### config.mk
export PLATFORM = sky130hd
export DESIGN_NAME = i2c_target_phy_flat
export DESIGN_NICKNAME = d
export VERILOG_FILES = /design/src/rtl/i2c_target_phy_if.sv /design/src/rtl/i2c_target_phy.sv /design/src/flat_wrapper.sv
export SDC_FILE = /design/constraint.sdc
export NUM_CORES = 1
export LEC_CHECK = 0
export CORE_AREA = 2 2 69 51
export CTS_CLUSTER_SIZE = 10
export DETAILED_ROUTE_END_ITERATION = 12
export DIE_AREA = 0 0 71 53
export DONT_BUFFER_PORTS = 1
export PLACE_DENSITY = 0.68
export SETUP_SLACK_MARGIN = 0.5
export SKIP_CTS_REPAIR_TIMING = 1
export SLEW_MARGIN = 20
export SYNTH_ARGS = -nofsm -noshare
export SYNTH_HDL_FRONTEND = slang
export SYNTH_SLANG_ARGS = --single-unit
### constraint.sdc
create_clock -name clk -period 2.4 [get_ports clk]
set_clock_uncertainty 0.15 [all_clocks]
set_input_delay 0.48 -clock clk [delete_from_list [all_inputs] [get_ports clk]]
set_output_delay 0.48 -clock clk [all_outputs]
set_load 0.005 [all_outputs]
### src/rtl/i2c_target_phy_if.sv
// global_if: system-wide control signals shared by the I2C target blocks
interface global_if;
    logic reset;
    modport master (output reset);
    modport slave (input reset);
endinterface

### src/rtl/i2c_target_phy.sv
// i2c_target_phy: I2C target bit layer; START/STOP detect, byte deserialiser, write-only ACK generation
module i2c_target_phy #(
    parameter logic [6:0] DEVICE_ADDR = 7'h40,
    parameter int SYNC_STAGES = 2
) (
    input  logic          clk,
    global_if.slave       g_if,
    input  logic          scl_in,
    input  logic          sda_in,
    output logic          sda_oe,
    output logic          start,
    output logic          stop,
    output logic          rx_valid,
    output logic [7:0]    rx_data
);
    typedef enum logic [2:0] {IDLE, ADDR, ACK_A, DATA, ACK_D, IGNORE} state_t;

    state_t state, state_n;
    logic [SYNC_STAGES-1:0] scl_sync, sda_sync;
    logic scl_q, sda_q;
    logic [7:0] shift, shift_n, rx_data_n;
    logic [3:0] bit_cnt, bit_cnt_n;
    logic sda_oe_n, start_n, stop_n, rx_valid_n;

    wire scl_s = scl_sync[SYNC_STAGES-1];
    wire sda_s = sda_sync[SYNC_STAGES-1];
    // SCL must be stable high across both samples, so simultaneous SCL/SDA toggles never decode as START/STOP
    wire start_ev = scl_q & scl_s & sda_q & ~sda_s;
    wire stop_ev = scl_q & scl_s & ~sda_q & sda_s;
    wire scl_rise = ~scl_q & scl_s;
    wire scl_fall = scl_q & ~scl_s;
    wire [7:0] byte_n = {shift[6:0], sda_s};
    wire addr_match = (shift[7:1] == DEVICE_ADDR) && !shift[0];

    always_ff @(posedge clk) begin
        if (g_if.reset) begin
            scl_sync <= '1;
            sda_sync <= '1;
            scl_q <= 1'b1;
            sda_q <= 1'b1;
            state <= IDLE;
            shift <= 8'h00;
            bit_cnt <= 4'd0;
            sda_oe <= 1'b0;
            start <= 1'b0;
            stop <= 1'b0;
            rx_valid <= 1'b0;
            rx_data <= 8'h00;
        end else begin
            scl_sync <= {scl_sync[SYNC_STAGES-2:0], scl_in};
            sda_sync <= {sda_sync[SYNC_STAGES-2:0], sda_in};
            scl_q <= scl_s;
            sda_q <= sda_s;
            state <= state_n;
            shift <= shift_n;
            bit_cnt <= bit_cnt_n;
            sda_oe <= sda_oe_n;
            start <= start_n;
            stop <= stop_n;
            rx_valid <= rx_valid_n;
            rx_data <= rx_data_n;
        end
    end

    always_comb begin
        state_n = state;
        shift_n = shift;
        bit_cnt_n = bit_cnt;
        sda_oe_n = sda_oe;
        rx_data_n = rx_data;
        start_n = 1'b0;
        stop_n = 1'b0;
        rx_valid_n = 1'b0;
        if (start_ev) begin
            state_n = ADDR;
            bit_cnt_n = 4'd0;
            sda_oe_n = 1'b0;
            start_n = 1'b1;
        end else if (stop_ev) begin
            state_n = IDLE;
            sda_oe_n = 1'b0;
            stop_n = 1'b1;
        end else begin
            case (state)
                ADDR, DATA: begin
                    if (scl_rise && bit_cnt < 4'd8) begin
                        shift_n = byte_n;
                        bit_cnt_n = bit_cnt + 4'd1;
                        rx_valid_n = (bit_cnt == 4'd7);
                        rx_data_n = (bit_cnt == 4'd7) ? byte_n : rx_data;
                    end else if (scl_fall && bit_cnt == 4'd8) begin
                        // ACK is driven from the start of the 9th SCL low phase
                        state_n = (state == ADDR) ? ACK_A : ACK_D;
                        sda_oe_n = (state == ADDR) ? addr_match : 1'b1;
                    end
                end
                ACK_A, ACK_D: begin
                    if (scl_fall) begin
                        state_n = (state == ACK_D || sda_oe) ? DATA : IGNORE;
                        sda_oe_n = 1'b0;
                        bit_cnt_n = 4'd0;
                    end
                end
                default: ;
            endcase
        end
    end
endmodule

### src/flat_wrapper.sv
// flat-port wrapper written by rule: the top's interface ports become plain ports
module i2c_target_phy_flat 
#(
    parameter logic [6:0] DEVICE_ADDR = 7'h40,
    parameter int SYNC_STAGES = 2
)
  (clk, scl_in, sda_in, sda_oe, start, stop, rx_valid, rx_data, g_if_reset);
  global_if g_if_i ();
  input  logic clk;
  input  logic scl_in;
  input  logic sda_in;
  output logic sda_oe;
  output logic start;
  output logic stop;
  output logic rx_valid;
  output logic [7:0] rx_data;
  input wire logic [$bits(g_if_i.reset)-1:0] g_if_reset;
  assign g_if_i.reset = g_if_reset;
  i2c_target_phy #(.DEVICE_ADDR(DEVICE_ADDR), .SYNC_STAGES(SYNC_STAGES)) u_core (.clk(clk), .g_if(g_if_i), .scl_in(scl_in), .sda_in(sda_in), .sda_oe(sda_oe), .start(start), .stop(stop), .rx_valid(rx_valid), .rx_data(rx_data));
endmodule
After elaboration in Yosys (flattened, before gate mapping)
Cells that the tools add are included.
- bits in registers: 33
- logic and storage cells: 79
- output and inout port bits: 12
- reductions and logical operators: 17
- mux-type cells: 18
- add/sub/neg operators: 1
- magnitude comparators: 1
- eq/ne operators: 14
- bitwise gates (word level): 15
- operators with widths (cell ; count):
    $reduce_and 4->1 ; 4
    $mux 3 ; 5
    $mux 1 ; 8
    $mux 4 ; 2
    $ne 4x1->1 const B ; 2
    $not 1->1 ; 8
    $pmux 4 s2 ; 1
    $and 1x1->1 ; 7
    $eq 7x7->1 const B ; 1
    $eq 3x2->1 const B ; 2
    $ne 2x1->1 const B ; 3
    $pmux 3 s2 ; 1
    $reduce_or 2->1 ; 3
    $reduce_and 5->1 ; 1
    $reduce_or 5->1 ; 1
    $add 4x1->4 const B ; 1
    $eq 4x3->1 const B ; 1
    $eq 4x4->1 const B ; 1
    $lt 4x4->1 const B ; 1
    $ne 4x2->1 const B ; 1
    $reduce_bool 4->1 ; 1
    $eq 3x1->1 const B ; 1
    $eq 3x3->1 const B ; 1
    $logic_and 1x1->1 ; 3
    other kinds (6) ; 6

Depth between registers and ports, before layout
Gate-level depths: netlist of run 1.
- depth in word-level cells: 8
- gate-level depth with buffers: 6

Worst setup path before layout of run 1
OpenSTA, ideal clock, no wires.
- path kind: input to register
- start: input port g_if_reset
- end: register u_core.sda_oe
- path buffers: 1
- library setup time: 123 ps
- stages on the path: 5
- data arrival time: 1231 ps
- setup slack: 896 ps
- path through: clkbuf_1 -> inv_1 -> o21ai_1 -> a2111oi_0 -> mux2_1
- cells in the longest elaborated chain, start to end: 1
- ends and longest elaborated chain (item ; RTL line ; text):
    start, declared ; flat_wrapper.sv:17 ; input wire logic [$bits(g_if_i.reset)-1:0] g_if_reset;
    $reduce_or 3->1 (no source line) ; -- ;
    end signal, assigned ; i2c_target_phy.sv:57 ; sda_oe <= sda_oe_n;
    end, declared ; i2c_target_phy.sv:10 ; output logic sda_oe,
Every way passes these cells.
A chain may end at the register's enable or synchronous reset.

Final worst setup path of run 1
- start: register u_core.shift[5]
- end: register u_core.sda_oe
- cells in the longest elaborated chain, start to end: 6
- ends and longest elaborated chain (item ; RTL line ; text):
    start, declared ; i2c_target_phy.sv:21 ; logic [7:0] shift, shift_n, rx_data_n;
    start signal, assigned ; i2c_target_phy.sv:55 ; shift <= shift_n;
    $eq 7x7->1 ; i2c_target_phy.sv:33 ; wire addr_match = (shift[7:1] == DEVICE_ADDR) && !shift[0];
    $logic_and 1x1->1 ; i2c_target_phy.sv:33 ;
    $mux 1 ; i2c_target_phy.sv:94 ; sda_oe_n = (state == ADDR) ? addr_match : 1'b1;
    $mux 1 ; i2c_target_phy.sv:91 ; end else if (scl_fall && bit_cnt == 4'd8) begin
    $mux 1 ; i2c_target_phy.sv:86 ; if (scl_rise && bit_cnt < 4'd8) begin
    $pmux 1 s2 ; i2c_target_phy.sv:84 ; case (state)
Every way passes these cells. The select of a mux whose other input is x is not followed.

==> results.yml, run 1 <==
run_status:
  status: "finished, final reports clean"
power:
  clockPowerShare_pct: 47.5
  p_int_w: 0.000902
  power_frac_comb_pct: 2.1
  ir_worst_vdd_mv: 0.343
  p_sw_w: 0.000209
  p_per_area_nw_per_um2: 742
  leakage_nw: 0.603
  switching_share_pct: 18.8
  seqPwrFrac_pct: 50.5
global_route:
  grt_pass1_vias: 904
  grt_overflow: 0
  grt_antenna_before_repair: 0
  grt_max_degree: 27
  grt_use_total_pct: 15.0
  grt_pass1_wl_mm: 4.20
placement:
  place_ws_ns: 0.626
  dp_hpwl_mm: 1.73
  dp_cells: 181
  io_buffers: 0
  gp_congestion: 0.816
setup_path:
  rr_worst_depth: 4
  worstPathRequired_ns: 2.48
  critPathCaptureType: "flop"
  r2r_start: "u_core.shift[5]$_SDFFE_PP0P_"
  worstReg2RegEnd: "u_core.sda_oe$_SDFFE_PP0P_"
  crit_fanout: 4
  cpPeakStageDelay_ns: 0.46
  path_cells: "nor4_1 -> a211oi_1 -> a2111oi_0 -> mux2_1"
  path_class: "flop to flop"
  worst-r2r-setup-slack_ns: 0.65
  crit_slowest_cell: "a2111oi_0"
  critPathArrivalTime_ns: 1.83
  crit_path_start_kind: "flop"
cts:
  clock_latency_ns: 0.28
  cts_tree: "yes"
  clkSlewWorstSetupHoldPaths_ns: 0.06
  cts-buffers-inserted: 5
  htree_levels: 2
  ctsRootBufferMaster: "clkbuf_8"
  cts_max_path_buffers: 2
  cts.sinks: 33
drt:
  wire_per_inst_microns: 13.3
  dr.max_layer_used: "met4"
  routed_wirelength_mm: 2.51
  route.met3.wl_microns: 180
  drtPass1Iterations: 4
  drc: 0
  wl_met1_mm: 1.20
  postRouteAntennaNets: 0
  via_per_inst: 5.42
  dr.first_iter.drc_count: 49
  dr_wl_met2_mm: 1.07
  vias: 1025
timing:
  fin_tns_setup_ns: 0
  timing.final.crit_share_pct: 72.9
  max_freq_mhz: 572
  slew_violations: 0
  slew_headroom_pct: 70.7
  hold_violations: 0
  period_needed_ns: 1.75
  fin_ws_ns: 0.651
  setup_viol: 0
  worst_slew_pin_slew_ns: 0.429
  rsz0062_at_grt: "false"
worst_hold_path:
  hold_depth: 1
  hold_end: "u_core.shift[7]$_SDFFE_PP0P_"
  hold_class: "input pin to flop"
  worstHoldStart: "g_if_reset"
floorplanning:
  row_count: 17
  die_area_sq_um: 3760
  coreArea_sq_um: 3080
  die_w_microns: 71
  die_h_microns: 53
  pin_count: 16
  start_util_pct: 43.7
yosys:
  syn_area_per_cell_sq_um: 9.10
  syn_nets: 154
  async_flop_share_pct: 0
  ys_seq_elements: 33
  syn-cell-area_sq_um: 1350
  synth-edff-count: 0
  ys_seq_area_share_pct: 49.1
  ys.flop_type: "dfxtp_1"
  synthCells: 148
  yosysWarnings: 0
  yosysUniqueCellTypes: 40
cells_and_area:
  multi_input_area_sq_um: 646
  drive_gt1_share_pct: 12.6
  nets: 156
  instances_no_fill: 189
  fillers: 278
  antenna_cells: 0
  syn2layout_area_growth_pct: 11.2
  register_area_sq_um: 661
run:
  max_cap_violations: 0
-- metal layers --
layer / up-vias / track usage [%]
met5: - / 0
met3: 7 / 5.71
li1: 514 / -
met1: 458 / 18.8
met2: 46 / 22.6
met4: 0 / 7.86
-- layout by cell type (no fill, tap or decap), drive strengths merged, types with 3 or more instances in the layout --
| master | n |
|---|---|
| dfxtp | 33 |
| nand2 | 22 |
| nor2 | 14 |
| a21oi | 12 |
| mux2i | 8 |
| or2 | 7 |
| clkbuf | 7 |
| inv | 5 |
| nor3 | 3 |
-- worst max path at each step --
stage	end	depth (start not counted)	slack (ns)	from
2_1_floorplan	u_core.sda_oe$_SDFFE_PP0P_	5	0.90	g_if_reset
3_3_place_gp	u_core.sda_oe$_SDFFE_PP0P_	4	0.71	u_core.shift[5]$_SDFFE_PP0P_
3_5_place_dp	u_core.sda_oe$_SDFFE_PP0P_	4	0.63	u_core.shift[1]$_SDFFE_PP0P_
4_1_cts	u_core.sda_oe$_SDFFE_PP0P_	4	0.62	u_core.shift[1]$_SDFFE_PP0P_
5_1_grt	u_core.sda_oe$_SDFFE_PP0P_	4	0.57	u_core.shift[5]$_SDFFE_PP0P_
6_report	u_core.sda_oe$_SDFFE_PP0P_	4	0.65	u_core.shift[5]$_SDFFE_PP0P_
-- state kept, by name, summed over array words and instances, names as in the netlist, 2 cells and up --
signal	cells
u_core.shift	8
u_core.sda_sync	2
u_core.bit_cnt	4
u_core.state	3
u_core.scl_sync	2
u_core.rx_data	8
-- per-stage QoR --
step | util, % | power, W | hold slack [ns] | cell area [sq um]
CTS | 48.3 | 0.00113 | 0.101 | 1490
floorplan | - | 0.000596 | 0.239 | 1350
global placement | 44.5 | 0.000595 | 0.245 | 1370
detailed placement | 44.5 | 0.000595 | 0.242 | 1370
global route | 48.5 | 0.00116 | 0.0950 | 1500
finish | 48.5 | 0.00111 | 0.113 | 1500
-- worst max-delay path: cells and delay by family (launching register included) --
kind	cells	cell delay, ns
multiplexers	1	0.19
flip-flops	1	0.34
AND/OR/NAND/NOR	1	0.41
AO/OA/AOI/OAI	2	0.61
-- cell type report --
| type | count | area share [%] |
|---|---|---|
| Clock buffer | 7 | 5.77 |
| Clock inverter | 1 | 2.01 |
| Inverter | 5 | 1.25 |
| Multi-Input combinational cell | 104 | 43.1 |
| Sequential cell | 33 | 44.1 |
| Tap cell | 38 | 3.18 |
| Timing Repair Buffer | 1 | 0.502 |
-- Yosys cell counts (all sizes together), types with 2 or more instances --
cell type	number	area share (%)
a21oi	12	4.5
a31oi	2	0.93
and2	2	0.93
and2b	2	1.1
and3	2	0.93
buf	3	1.3
clkbuf	3	0.84
dfxtp	33	49
ha	2	1.9
inv	5	1.4
mux2i	8	5.9
nand2	22	6.1
nand3b	2	1.1
nand4	2	0.93
nand4b	2	1.3
nor2	14	3.9
nor3	3	1.1
nor3b	2	1.5
o21ai	2	0.74
or2	7	3.3
xnor2	2	1.3
-- power by group through the flow --
stage | Sequential (W) | Clock [W] | Combinational [W]
global route | 0.000561 | 0.000576 | 0.0000257
detailed placement | 0.000573 | 0 | 0.0000227
global placement | 0.000572 | 0 | 0.0000223
finish | 0.000561 | 0.000527 | 0.0000231
CTS | 0.000560 | 0.000544 | 0.0000228
floorplan | 0.000569 | 0 | 0.0000264
-- logic make-up after synthesis --
kind of cell	after synthesis	share of synthesized area, %
flops	33	49.1
compound gates	24	11.7
fa+ha+maj	2	1.86
mux	9	6.78
buf+inv	11	3.53
simple gates	67	25.7
xor+xnor	2	1.30
Power figures use the tool's default switching activity.
==> run 2, diff against run 1 <==
Clock period 2.4 ns to 1.8 ns, I/O delays scaled along.
==> run 2 against run 1 <==
Net effect:
- the run now ends with hold timing left
- core utilization rose by 6.7 points
- die area is the same
- global-route usage hardly changed
- first-iteration DRC count down 22%
- critical path depth up 1
==> results.yml, run 2 (synthesis results as in run 1) <==
cells_and_area:
  drive_gt1_share_pct: 37.3
  syn2layout_area_growth_pct: 26.6
  antenna_cells: 0
  final_core_util_pct: 55.3
  nets: 166
  mostFrequentLayoutCell: "dfxtp_1"
  final_cell_mix: "dfxtp_1, nand2_1, nor2_1"
  reg_top3: "u_core.rx_data (8), u_core.shift (8), u_core.bit_cnt (4)"
  postLayoutCellArea_sq_um: 1700
cts:
  cts_tree: "yes"
  htree_levels: 2
  cts.sinks: 33
  cts-buffers-inserted: 5
  cts_max_path_buffers: 2
  clkSlewWorstSetupHoldPaths_ns: 0.07
  clock_latency_ns: 0.29
  ctsRootBufferMaster: "clkbuf_8"
timing:
  max_freq_mhz: 666
  slew_headroom_pct: 80.2
  worst_slew_pin_slew_ns: 0.297
  hold_violations: 19
  fin_tns_setup_ns: 0
  setup_viol: 0
  slew_violations: 0
  timing.final.crit_share_pct: 83.4
  holdWs_ns: -0.0168
  rsz0062_at_grt: "true"
  period_needed_ns: 1.50
global_route:
  grt_antenna_before_repair: 0
  grt_overflow: 0
  grt_pass1_wl_mm: 4.13
  grt_max_degree: 27
  grt_use_total_pct: 15.0
  grt_pass1_vias: 933
worst_hold_path:
  hold_end: "u_core.shift[7]$_SDFFE_PP0P_"
  hold_depth: 1
  worstHoldStart: "g_if_reset"
  hold_class: "input pin to flop"
drt:
  postRouteAntennaNets: 0
  drc: 0
  drtPass1Iterations: 4
  vias: 1087
  via_per_inst: 5.46
  wire_per_inst_microns: 14.3
  dr.first_iter.drc_count: 38
  routed_wirelength_mm: 2.85
setup_path:
  crit_path_start_kind: "flop"
  worstPathRequired_ns: 1.83
  path_class: "flop to flop"
  worst-r2r-setup-slack_ns: 0.30
  rr_worst_depth: 5
  crit_path_start: "u_core.state[2]$_SDFFE_PP0P_"
  worstReg2RegEnd: "u_core.sda_oe$_SDFFE_PP0P_"
  r2r_start: "u_core.state[2]$_SDFFE_PP0P_"
  crit_fanout: 6
  critPathArrivalTime_ns: 1.53
  critPathCaptureType: "flop"
run:
  max_cap_violations: 0
power:
  leakage_nw: 0.663
  ir_worst_vdd_mv: 0.472
  p_per_area_nw_per_um2: 776
run_status:
  violations: "hold timing"
  status: "complete, but fails checks"
floorplanning:
  die_h_microns: 53
  pin_count: 16
  row_count: 17
  coreArea_sq_um: 3080
  die_area_sq_um: 3760
  start_util_pct: 43.7
  die_w_microns: 71
placement:
  dp_hpwl_mm: 1.73
  postPlaceCellArea_sq_um: 1430
  gp_congestion: 0.801
  io_buffers: 0
run 2: cell types whose count changed in the layout (fill, tap and decap cells not counted), sizes merged:
cell and delta:
clkbuf -1, bufinv -1, buf +9, clkinv +2, and2 +1
run 2: stage by stage:
step	setup WS (ns)	std cells	power (W)
after detailed placement	0.254	181	0.000800
after global routing	0.217	199	0.00137
after global placement	0.281	181	0.000799
after CTS	0.245	189	0.00133
final	0.298	199	0.00132
after floorplan	0.425	148	0.000802
run 2: worst max-delay path by stage:
| stage | to | slack [ns] | cells after the start |
|---|---|---|---|
| 2_1_floorplan | u_core.sda_oe$_SDFFE_PP0P_ | 0.42 | 6 |
| 3_3_place_gp | u_core.sda_oe$_SDFFE_PP0P_ | 0.28 | 4 |
| 3_5_place_dp | u_core.sda_oe$_SDFFE_PP0P_ | 0.25 | 4 |
| 4_1_cts | u_core.sda_oe$_SDFFE_PP0P_ | 0.25 | 4 |
| 5_1_grt | u_core.rx_data[3]$_SDFFE_PP0P_ | 0.22 | 5 |
| 6_report | u_core.sda_oe$_SDFFE_PP0P_ | 0.30 | 5 |
run 2: layout make-up:
type | count | area [sq um]
fillers | 253 | 1380
multi-input cells | 105 | 768
flip-flops and latches | 33 | 681
repair buffers | 10 | 106
clock buffers | 6 | 72.6
well taps | 38 | 47.5
inverters | 5 | 18.8
clock inverters | 2 | 10.0
run 2: where the power goes:
part | total, W | switching (W) | internal [W]
Sequential | 0.000744 | 0.00000998 | 0.000734
Combinational | 0.0000494 | 0.0000236 | 0.0000258
Clock | 0.000529 | 0.000262 | 0.000267
Total | 0.00132 | 0.000295 | 0.00103
run 2: metal layers:
layer | track usage (%) | vias to the layer above | wire length (microns)
met4 | 10.4 | 0 | 61
met2 | 22.1 | 28 | 1280
li1 | - | 541 | -
met3 | 5.14 | 4 | 135
met5 | 0 | - | 0
met1 | 18.6 | 514 | 1370
run 2: worst max-delay path, stage by stage, from the launching register on:
cell     delay (ns)
dfxtp_4        0.37
buf_12         0.13
xnor2_4        0.14
o22ai_4        0.21
nand2_2        0.09
mux2_4         0.30
==> run 3, diff against run 2 <==
Clock period 1.8 ns to 1.5 ns, I/O delays scaled along.
==> run 3 against run 2 <==
Net effect:
- the flow still finishes with violations (hold timing)
- first-iteration DRC count decreased by 42%
- core utilization grew 3.7 points
- power up 20%
- critical endpoint unchanged
- largest power group unchanged
==> results.yml, run 3 (synthesis results as in run 1) <==
timing:
  hold_violations: 25
  worst_slew_pin_slew_ns: 0.326
  timing.final.crit_share_pct: 99.0
  slew_violations: 0
  fin_ws_ns: 0.0144
  max_freq_mhz: 673
  slew_headroom_pct: 78.1
  setup_viol: 0
  holdWs_ns: -0.0694
  period_needed_ns: 1.49
  rsz0062_at_grt: "true"
setup_path:
  r2r_start: "u_core.state[1]$_SDFFE_PP0P_"
  rr_worst_depth: 4
  crit_fanout: 6
  worstPathRequired_ns: 1.52
  crit_end: "u_core.sda_oe$_SDFFE_PP0P_"
  worstReg2RegEnd: "u_core.sda_oe$_SDFFE_PP0P_"
  worst-r2r-setup-slack_ns: 0.01
  path_class: "flop to flop"
  critPathArrivalTime_ns: 1.51
  critPathCaptureType: "flop"
  crit_path_start: "u_core.state[1]$_SDFFE_PP0P_"
  crit_path_start_kind: "flop"
cts:
  clkSlewWorstSetupHoldPaths_ns: 0.06
  cts-buffers-inserted: 5
  ctsRootBufferMaster: "clkbuf_8"
  cts.sinks: 33
  cts_max_path_buffers: 2
  htree_levels: 2
  clock_latency_ns: 0.28
  cts_tree: "yes"
cells_and_area:
  reg_top3: "u_core.rx_data (8), u_core.shift (8), u_core.bit_cnt (4)"
  nets: 176
  mostFrequentLayoutCell: "dfxtp_1"
  syn2layout_area_growth_pct: 34.9
  final_core_util_pct: 58.9
  final_cell_mix: "dfxtp_1, buf_4, nor2_1"
  antenna_cells: 0
  drive_gt1_share_pct: 48.0
drt:
  drc: 0
  wire_per_inst_microns: 15.4
  via_per_inst: 5.38
  postRouteAntennaNets: 0
  dr.first_iter.drc_count: 22
  drtPass1Iterations: 4
  routed_wirelength_mm: 3.22
  vias: 1124
global_route:
  grt_max_degree: 27
  grt_overflow: 0
  grt_antenna_before_repair: 0
  grt_pass1_vias: 1017
  grt_pass1_wl_mm: 4.53
  grt_use_total_pct: 16.4
floorplanning:
  die_area_sq_um: 3760
  row_count: 17
  coreArea_sq_um: 3080
  pin_count: 16
  die_h_microns: 53
  start_util_pct: 43.7
  die_w_microns: 71
placement:
  place_ws_ns: -0.0375
  gp_congestion: 0.830
  io_buffers: 0
  dp_hpwl_mm: 2.04
power:
  leakage_nw: 0.824
  p_per_area_nw_per_um2: 872
  total_power_w: 0.00158
  ir_worst_vdd_mv: 0.651
run:
  max_cap_violations: 0
run_status:
  violations: "hold timing"
  status: "complete, but fails checks"
worst_hold_path:
  hold_class: "input pin to flop"
==> run 3: changes by cell type in the layout (fill, tap and decap cells not counted), moves of 6 or more <==
cell / before / now
dfxtp_2: 4 / 13
nand2_4: 0 / 6
buf_4: 4 / 15
dfxtp_1: 25 / 16
==> run 3: per-stage QoR <==
step	cells	TNS (ns)	instance area (sq um)
6_report	209	0	1820
2_1_floorplan	148	0	1410
4_1_cts	205	-0.0616	1610
3_3_place_gp	197	0	1530
5_1_grt	209	-0.289	1820
3_5_place_dp	197	-0.0375	1530
==> run 3: worst min path at each step <==
stage	from	endpoint	slack (ns)	cells past startpoint
global route	g_if_reset	u_core.shift[1]$_SDFFE_PP0P_	-0.09	1
floorplan	u_core.scl_sync[0]$_SDFF_PP1_	u_core.scl_sync[1]$_SDFF_PP1_	0.24	1
finish	g_if_reset	u_core.shift[5]$_SDFFE_PP0P_	-0.07	1
CTS	g_if_reset	u_core.shift[5]$_SDFFE_PP0P_	-0.07	1
detailed placement	g_if_reset	u_core.shift[0]$_SDFFE_PP0P_	0.23	1
global placement	g_if_reset	u_core.shift[6]$_SDFFE_PP0P_	0.22	1
==> run 3: area by class of cell <==
type | count | area (sq um)
Sequential cell | 33 | 692
Timing Repair Buffer | 21 | 198
Tap cell | 38 | 47.5
Inverter | 5 | 18.8
Clock buffer | 8 | 80.1
Multi-Input combinational cell | 104 | 781
Fill cell | 262 | 1270
==> run 3: routing by layer <==
metal	part of all wire, %	GRT usage [%]	vias to the layer above
met5	0	0	-
met4	0.47	5.97	0
met3	3.7	8.19	4
met2	50	26.2	19
met1	46	19.2	546
li1	-	-	555
==> run 3: critical path: stages (launching register included) <==
cell     delay (ns)
dfxtp_4        0.38
xnor2_2        0.30
o22ai_2        0.13
nand2_1        0.12
mux2_4         0.30
==> run 3: report_power, final <==
part,switching (W),total [W],internal (W)
clock network,0.000298,0.000627,0.000329
logic,0.0000322,0.0000685,0.0000363
registers,0.00000856,0.000889,0.000880
total,0.000339,0.00158,0.00125
